===== src/rtl/stage_writeback_if.sv =====
// stage_writeback_if: instruction, data RAM and byte I/O signals of the writeback stage.
interface stage_writeback_if #(
  parameter int D_WIDTH = 8,
  parameter int A_WIDTH = 12,
  parameter int OPCODE_MSB = 7
);
  logic [OPCODE_MSB:0] operation_in;
  logic [D_WIDTH-1:0] a_in;
  logic [A_WIDTH-1:0] dp_in;
  logic drdy_in;
  logic ack;
  logic [A_WIDTH-1:0] d_addr;
  logic [D_WIDTH-1:0] d_wdata;
  logic d_we;
  logic [D_WIDTH-1:0] out_data;
  logic out_valid;
  logic out_ready;
  logic [D_WIDTH-1:0] in_data;
  logic in_valid;
  logic in_ack;
  logic busy;
  modport master (
    input operation_in, a_in, dp_in, drdy_in, out_ready, in_data, in_valid,
    output ack, d_addr, d_wdata, d_we, out_data, out_valid, in_ack, busy
  );
  modport slave (
    output operation_in, a_in, dp_in, drdy_in, out_ready, in_data, in_valid,
    input ack, d_addr, d_wdata, d_we, out_data, out_valid, in_ack, busy
  );
endinterface


===== src/rtl/stage_writeback.sv =====
// stage_writeback: retires INC/DEC as RAM writes and IN/OUT as handshaked byte transfers,
// stalling upstream through ack while an I/O transfer is outstanding.
module stage_writeback #(
  parameter int D_WIDTH = 8,
  parameter int A_WIDTH = 12,
  parameter int OPCODE_MSB = 7,
  parameter int OP_INC = 0,
  parameter int OP_DEC = 1,
  parameter int OP_IN = 4,
  parameter int OP_OUT = 5
) (
  input logic clk,
  input logic reset,
  stage_writeback_if.master bus
);
  typedef enum logic [1:0] {IDLE, OUT_WAIT, IN_WAIT} state_t;
  state_t state, state_n;
  logic [A_WIDTH-1:0] dp_q, dp_n, addr_n;
  logic [D_WIDTH-1:0] wdata_n, out_data_n;
  logic we_n, out_valid_n, in_ack_n;
  assign bus.ack = bus.drdy_in && state == IDLE && reset;
  assign bus.busy = state != IDLE;
  always_comb begin
    state_n = state;
    dp_n = dp_q;
    addr_n = bus.d_addr;
    wdata_n = bus.d_wdata;
    we_n = 1'b0;
    in_ack_n = 1'b0;
    out_data_n = bus.out_data;
    out_valid_n = bus.out_valid;
    unique case (state)
      IDLE: if (bus.ack) begin
        if (bus.operation_in[OP_IN]) begin
          dp_n = bus.dp_in;
          state_n = IN_WAIT;
        end else if (bus.operation_in[OP_OUT]) begin
          out_data_n = bus.a_in;
          out_valid_n = 1'b1;
          state_n = OUT_WAIT;
        end else if (bus.operation_in[OP_INC] || bus.operation_in[OP_DEC]) begin
          we_n = 1'b1;
          addr_n = bus.dp_in;
          wdata_n = bus.a_in;
        end
      end
      OUT_WAIT: if (bus.out_ready) begin
        out_valid_n = 1'b0;
        state_n = IDLE;
      end
      IN_WAIT: if (bus.in_valid) begin
        in_ack_n = 1'b1;
        we_n = 1'b1;
        addr_n = dp_q;
        wdata_n = bus.in_data;
        state_n = IDLE;
      end
      default: state_n = IDLE;
    endcase
  end
  always_ff @(posedge clk or negedge reset) begin
    if (!reset) begin
      state <= IDLE;
      dp_q <= '0;
      bus.d_addr <= '0;
      bus.d_wdata <= '0;
      bus.d_we <= 1'b0;
      bus.in_ack <= 1'b0;
      bus.out_data <= '0;
      bus.out_valid <= 1'b0;
    end else begin
      state <= state_n;
      dp_q <= dp_n;
      bus.d_addr <= addr_n;
      bus.d_wdata <= wdata_n;
      bus.d_we <= we_n;
      bus.in_ack <= in_ack_n;
      bus.out_data <= out_data_n;
      bus.out_valid <= out_valid_n;
    end
  end
endmodule


===== src/flat_wrapper.sv =====
// flat-port wrapper written by rule: the top's interface ports become plain ports
module stage_writeback_flat 
#(
  parameter int D_WIDTH = 8,
  parameter int A_WIDTH = 12,
  parameter int OPCODE_MSB = 7,
  parameter int OP_INC = 0,
  parameter int OP_DEC = 1,
  parameter int OP_IN = 4,
  parameter int OP_OUT = 5
)
  (clk, reset, bus_operation_in, bus_a_in, bus_dp_in, bus_drdy_in, bus_out_ready, bus_in_data, bus_in_valid, bus_ack, bus_d_addr, bus_d_wdata, bus_d_we, bus_out_data, bus_out_valid, bus_in_ack, bus_busy);
  stage_writeback_if #(.D_WIDTH(D_WIDTH), .A_WIDTH(A_WIDTH), .OPCODE_MSB(OPCODE_MSB)) bus_i ();
  input logic clk;
  input logic reset;
  input wire logic [$bits(bus_i.operation_in)-1:0] bus_operation_in;
  input wire logic [$bits(bus_i.a_in)-1:0] bus_a_in;
  input wire logic [$bits(bus_i.dp_in)-1:0] bus_dp_in;
  input wire logic [$bits(bus_i.drdy_in)-1:0] bus_drdy_in;
  input wire logic [$bits(bus_i.out_ready)-1:0] bus_out_ready;
  input wire logic [$bits(bus_i.in_data)-1:0] bus_in_data;
  input wire logic [$bits(bus_i.in_valid)-1:0] bus_in_valid;
  output wire logic [$bits(bus_i.ack)-1:0] bus_ack;
  output wire logic [$bits(bus_i.d_addr)-1:0] bus_d_addr;
  output wire logic [$bits(bus_i.d_wdata)-1:0] bus_d_wdata;
  output wire logic [$bits(bus_i.d_we)-1:0] bus_d_we;
  output wire logic [$bits(bus_i.out_data)-1:0] bus_out_data;
  output wire logic [$bits(bus_i.out_valid)-1:0] bus_out_valid;
  output wire logic [$bits(bus_i.in_ack)-1:0] bus_in_ack;
  output wire logic [$bits(bus_i.busy)-1:0] bus_busy;
  assign bus_i.operation_in = bus_operation_in;
  assign bus_i.a_in = bus_a_in;
  assign bus_i.dp_in = bus_dp_in;
  assign bus_i.drdy_in = bus_drdy_in;
  assign bus_i.out_ready = bus_out_ready;
  assign bus_i.in_data = bus_in_data;
  assign bus_i.in_valid = bus_in_valid;
  assign bus_ack = bus_i.ack;
  assign bus_d_addr = bus_i.d_addr;
  assign bus_d_wdata = bus_i.d_wdata;
  assign bus_d_we = bus_i.d_we;
  assign bus_out_data = bus_i.out_data;
  assign bus_out_valid = bus_i.out_valid;
  assign bus_in_ack = bus_i.in_ack;
  assign bus_busy = bus_i.busy;
  stage_writeback #(.D_WIDTH(D_WIDTH), .A_WIDTH(A_WIDTH), .OPCODE_MSB(OPCODE_MSB), .OP_INC(OP_INC), .OP_DEC(OP_DEC), .OP_IN(OP_IN), .OP_OUT(OP_OUT)) u_core (.clk(clk), .reset(reset), .bus(bus_i));
endmodule

===== config.mk =====
export PLATFORM = sky130hd
export DESIGN_NAME = stage_writeback_flat
export DESIGN_NICKNAME = d
export VERILOG_FILES = /design/src/rtl/stage_writeback_if.sv /design/src/rtl/stage_writeback.sv /design/src/flat_wrapper.sv
export SDC_FILE = /design/constraint.sdc
export NUM_CORES = 1
export LEC_CHECK = 0
export CORE_MARGIN = 1.5
export CORE_UTILIZATION = 30
export DETAILED_ROUTE_END_ITERATION = 7
export PLACE_DENSITY = 0.67
export RECOVER_POWER = 50
export SLEW_MARGIN = 20
export SYNTH_ARGS = -nofsm -noshare
export SYNTH_HDL_FRONTEND = slang
export SYNTH_SLANG_ARGS = --single-unit
export TNS_END_PERCENT = 30

===== constraint.sdc =====
create_clock -name clk -period 2.03 [get_ports clk]
set_clock_uncertainty 0.15 [all_clocks]
set_input_delay 0.609 -clock clk [delete_from_list [all_inputs] [get_ports clk]]
set_output_delay 0.609 -clock clk [all_outputs]
set_load 0.1 [all_outputs]

==> summary.json <==
{
  "status": {
    "run_status": "finished with violations",
    "failed_checks": "negative setup slack"
  },
  "logic_synthesis": {
    "yosysWarnings": 0,
    "count_of_flip_flops_with_a_built_in_enable_after_synthesis": 0,
    "synth_simple_gate_area_share_pct": 3.37,
    "post-synth-top-count-cell": "sky130_fd_sc_hd__dfrtp_1",
    "synth_compound_area_share_pct": 1.49,
    "synth.yosys.seq_area_share_pct": 58.3,
    "syn_area_sq_um": 1930,
    "syn-instance-count": 127,
    "postSynth.asyncResetShare_pct": 100,
    "synthFlopType": "sky130_fd_sc_hd__dfrtp_1",
    "netlist.area_leader.share_pct": 58.3,
    "postSynthNetCount": 168,
    "register_bit_count_reported_by_yosys": 45,
    "post_synth_xor_area_fraction_pct": 0,
    "area_share_of_fa_ha_maj_cells_after_synthesis_pct": 0,
    "synth_common_cells": "45 x sky130_fd_sc_hd__dfrtp_1, 41 x sky130_fd_sc_hd__mux2_2, 19 x sky130_fd_sc_hd__mux2_1",
    "largest_family_of_logic_cells_by_synthesized_area": "multiplexers",
    "synthDominantAreaCellType": "sky130_fd_sc_hd__dfrtp_1",
    "post_synth.cell_area_avg_sq_um": 15.2,
    "post_synth_mux_area_share_pct": 35.0,
    "synth.area.top_cells": "sky130_fd_sc_hd__dfrtp_1 58%, sky130_fd_sc_hd__mux2_2 24%, sky130_fd_sc_hd__mux2_1 11%, sky130_fd_sc_hd__buf_2 1.0%, sky130_fd_sc_hd__and4bb_1 0.65%",
    "yosys.cell_types.count": 17
  },
  "floorplanning": {
    "floorplan.initialDensity_pct": 30.8,
    "core_area_sq_um": 6280,
    "floorplan.die.width_um": 83.2,
    "io-pin-count": 74,
    "placement_rows": 29,
    "dieArea_sq_um": 6930,
    "die_height_um": 83.2
  },
  "critical_path": {
    "regToRegStartpoint": "u_core.state[0]$_DFFE_PN0P_",
    "end_kind": "primary output",
    "cp_num_cells": 2,
    "crit_fanout": 5,
    "cell_chain_of_the_critical_path": "and4bb_4 -> buf_12",
    "timing.critical_path.arrival_ns": 1.28,
    "worstSetupEndpoint": "bus_ack",
    "critical_path.startpoint": "u_core.state[0]$_DFFE_PN0P_",
    "startpoint_type": "flop",
    "worst_setup_slack_for_register_to_register_paths_ns": 0.03,
    "worst_reg_to_reg_cells": 5,
    "worst_ep_required_time_ns": 1.27,
    "critical_path_buf_inv_count": 1,
    "timing.setup.critical_path_class": "flop to primary output",
    "timing.rr.end": "u_core.bus.d_wdata[3]$_DFFE_PN0P_",
    "cp_top_family": "flip-flops",
    "critical-path-slowest-cell": "sky130_fd_sc_hd__dfrtp_1",
    "critical-path-max-stage-delay_ns": 0.42
  },
  "place": {
    "port_buffers": 69,
    "routabilityCongestion": 0.719
  },
  "timing": {
    "final-setup-viol-count": 1,
    "rsz_0062_raised_after_global_routing": "yes",
    "final-max-slew-violation-count": 0,
    "worst_setup_margin_ns": -0.0114,
    "setup_tns_ns": -0.0114,
    "hold_slack_ns": 0.343,
    "fmaxAchievable_mhz": 490,
    "worst_slew_margin_rel_pct": 23.2,
    "hold_viol": 0,
    "final_min_period_over_clock_period_pct": 101,
    "finalWorstPathRequiredPeriod_ns": 2.04,
    "tightestPinTransition_ns": 1.15
  },
  "clocking": {
    "num_cts_buffers": 5,
    "cts.reportedPaths.clkPinSlew_ns": 0.08,
    "tritoncts_clock_tree": "yes",
    "clk_latency_ns": 0.29,
    "clock_tree.root_cell": "sky130_fd_sc_hd__clkbuf_8",
    "clock_sink_count": 45,
    "clock_tree.htree_level_count": 2,
    "clk_path_buf_depth": 2,
    "cts-hold-fix-buffers": 0
  },
  "global_route": {
    "antenna_violations_before_repair": 0,
    "grt_pass1_wl_um": 7250,
    "first_global_vias": 1401,
    "grt_start_max_net_pins": 46,
    "overflow": 0,
    "grt_util_all_layers_pct": 13.4
  },
  "detailed_routing": {
    "post-route-drc-count": 0,
    "route.vias.total": 1313,
    "detail-route-antenna-nets": 0,
    "wl_um": 4680,
    "detailedRoute.firstPassIterationCount": 4,
    "post_drt_via_cell_ratio": 4.54,
    "initial_drt_markers": 24,
    "wire_per_inst_um": 16.2
  },
  "power": {
    "vdd_drop_max_mv": 0.869,
    "power.total_mw": 5.09,
    "power.static_leakage_nw": 1.46,
    "p_per_area_nw_per_um2": 1570
  },
  "layout": {
    "drive_above_1_share_pct": 53.3,
    "fill_cells": 537,
    "postLayoutCoreUtil_pct": 51.6,
    "synthToLayoutAreaGrowth_pct": 67.9,
    "antennaDiodeCount": 0,
    "fin_nets": 253
  },
  "job": {
    "drv_cap": 0
  },
  "min_path": {
    "hold_path.class": "flop to flop"
  }
}
==> cell usage in the layout, fill, tap and decap left out, drive strengths merged <==
| master | count |
|---|---|
| dlymetal6s2s | 2 |
| nand3b | 1 |
| dfrtp | 45 |
| dlygate4sd3 | 1 |
| a32o | 1 |
| nand2 | 1 |
| and2 | 1 |
| nor2 | 1 |
| or2 | 2 |
| clkdlybuf4s50 | 31 |
| a2bb2oi | 1 |
| and4bb | 1 |
| inv | 2 |
| mux2 | 60 |
| clkinv | 1 |
| bufinv | 1 |
| dlygate4sd2 | 1 |
| o21ai | 2 |
| nor2b | 1 |
| clkbuf | 15 |
| buf | 39 |
| nand2b | 2 |
==> layer usage <==
layer / vias to the layer above / part of all wire, % / track usage, %
met5: - / 0 / 0
met4: 0 / 1.6 / 5.00
met3: 5 / 3.7 / 2.88
met2: 40 / 50 / 22.3
met1: 646 / 45 / 17.2
li1: 622 / - / -
==> kinds of logic after synthesis <==
kind of cell,Yosys count
DFF,45
muxes,60
AOI/OAI and AO/OA,4
buffers and inverters,8
and+or+nand+nor,10
==> report_power, final <==
group	internal [mW]	switching (mW)
clock	0.358	0.296
combinational	1.10	1.92
sequential	1.18	0.236
==> layout make-up <==
| type | instances | area, sq um | area share, % |
|---|---|---|---|
| clock buffers | 5 | 68.8 | 2.12 |
| clock inverters | 2 | 35.0 | 1.08 |
| inverters | 2 | 7.51 | 0.232 |
| multi-input cells | 74 | 822 | 25.4 |
| flip-flops and latches | 45 | 1130 | 34.7 |
| well taps | 77 | 96.3 | 2.97 |
| repair buffers | 84 | 1080 | 33.5 |
==> through the flow <==
step / worst slack, ns / cell area [sq um] / instances
5_1_grt: -0.0490 / 3240 / 289
2_1_floorplan: -0.0700 / 1950 / 127
3_5_place_dp: -0.369 / 3140 / 279
6_report: -0.0114 / 3240 / 289
3_3_place_gp: -0.322 / 3140 / 279
4_1_cts: -0.0256 / 3260 / 287
==> flip-flops by register name, summed over array words and instances (netlist names) <==
name	cells
u_core.bus.d_addr	12
u_core.dp_q	12
u_core.bus.d_wdata	8
u_core.bus.out_data	8
u_core.state	2
u_core.bus.d_we	1
u_core.bus.in_ack	1
u_core.bus.out_valid	1
==> what timing repair did <==
item                       CTS  global route
gates cloned                 0             2
pin swaps                    1             3
setup buffers                1             0
gates resized for setup      4            12
setup endpoints to repair   20            20
==> worst min path at each step <==
stage	start	end	slack (ns)	cells past startpoint
after floorplan	reset	u_core.bus.d_addr[0]$_DFFE_PN0P_	0.16	0
after global placement	u_core.dp_q[2]$_DFFE_PN0P_	u_core.dp_q[2]$_DFFE_PN0P_	0.33	1
after detailed placement	u_core.dp_q[2]$_DFFE_PN0P_	u_core.dp_q[2]$_DFFE_PN0P_	0.34	1
after CTS	reset	u_core.bus.d_wdata[2]$_DFFE_PN0P_	0.30	2
after global routing	u_core.bus.d_wdata[5]$_DFFE_PN0P_	u_core.bus.d_wdata[5]$_DFFE_PN0P_	0.35	1
final	u_core.bus.d_addr[9]$_DFFE_PN0P_	u_core.bus.d_addr[9]$_DFFE_PN0P_	0.34	1
(Power assumes the default switching activity.)
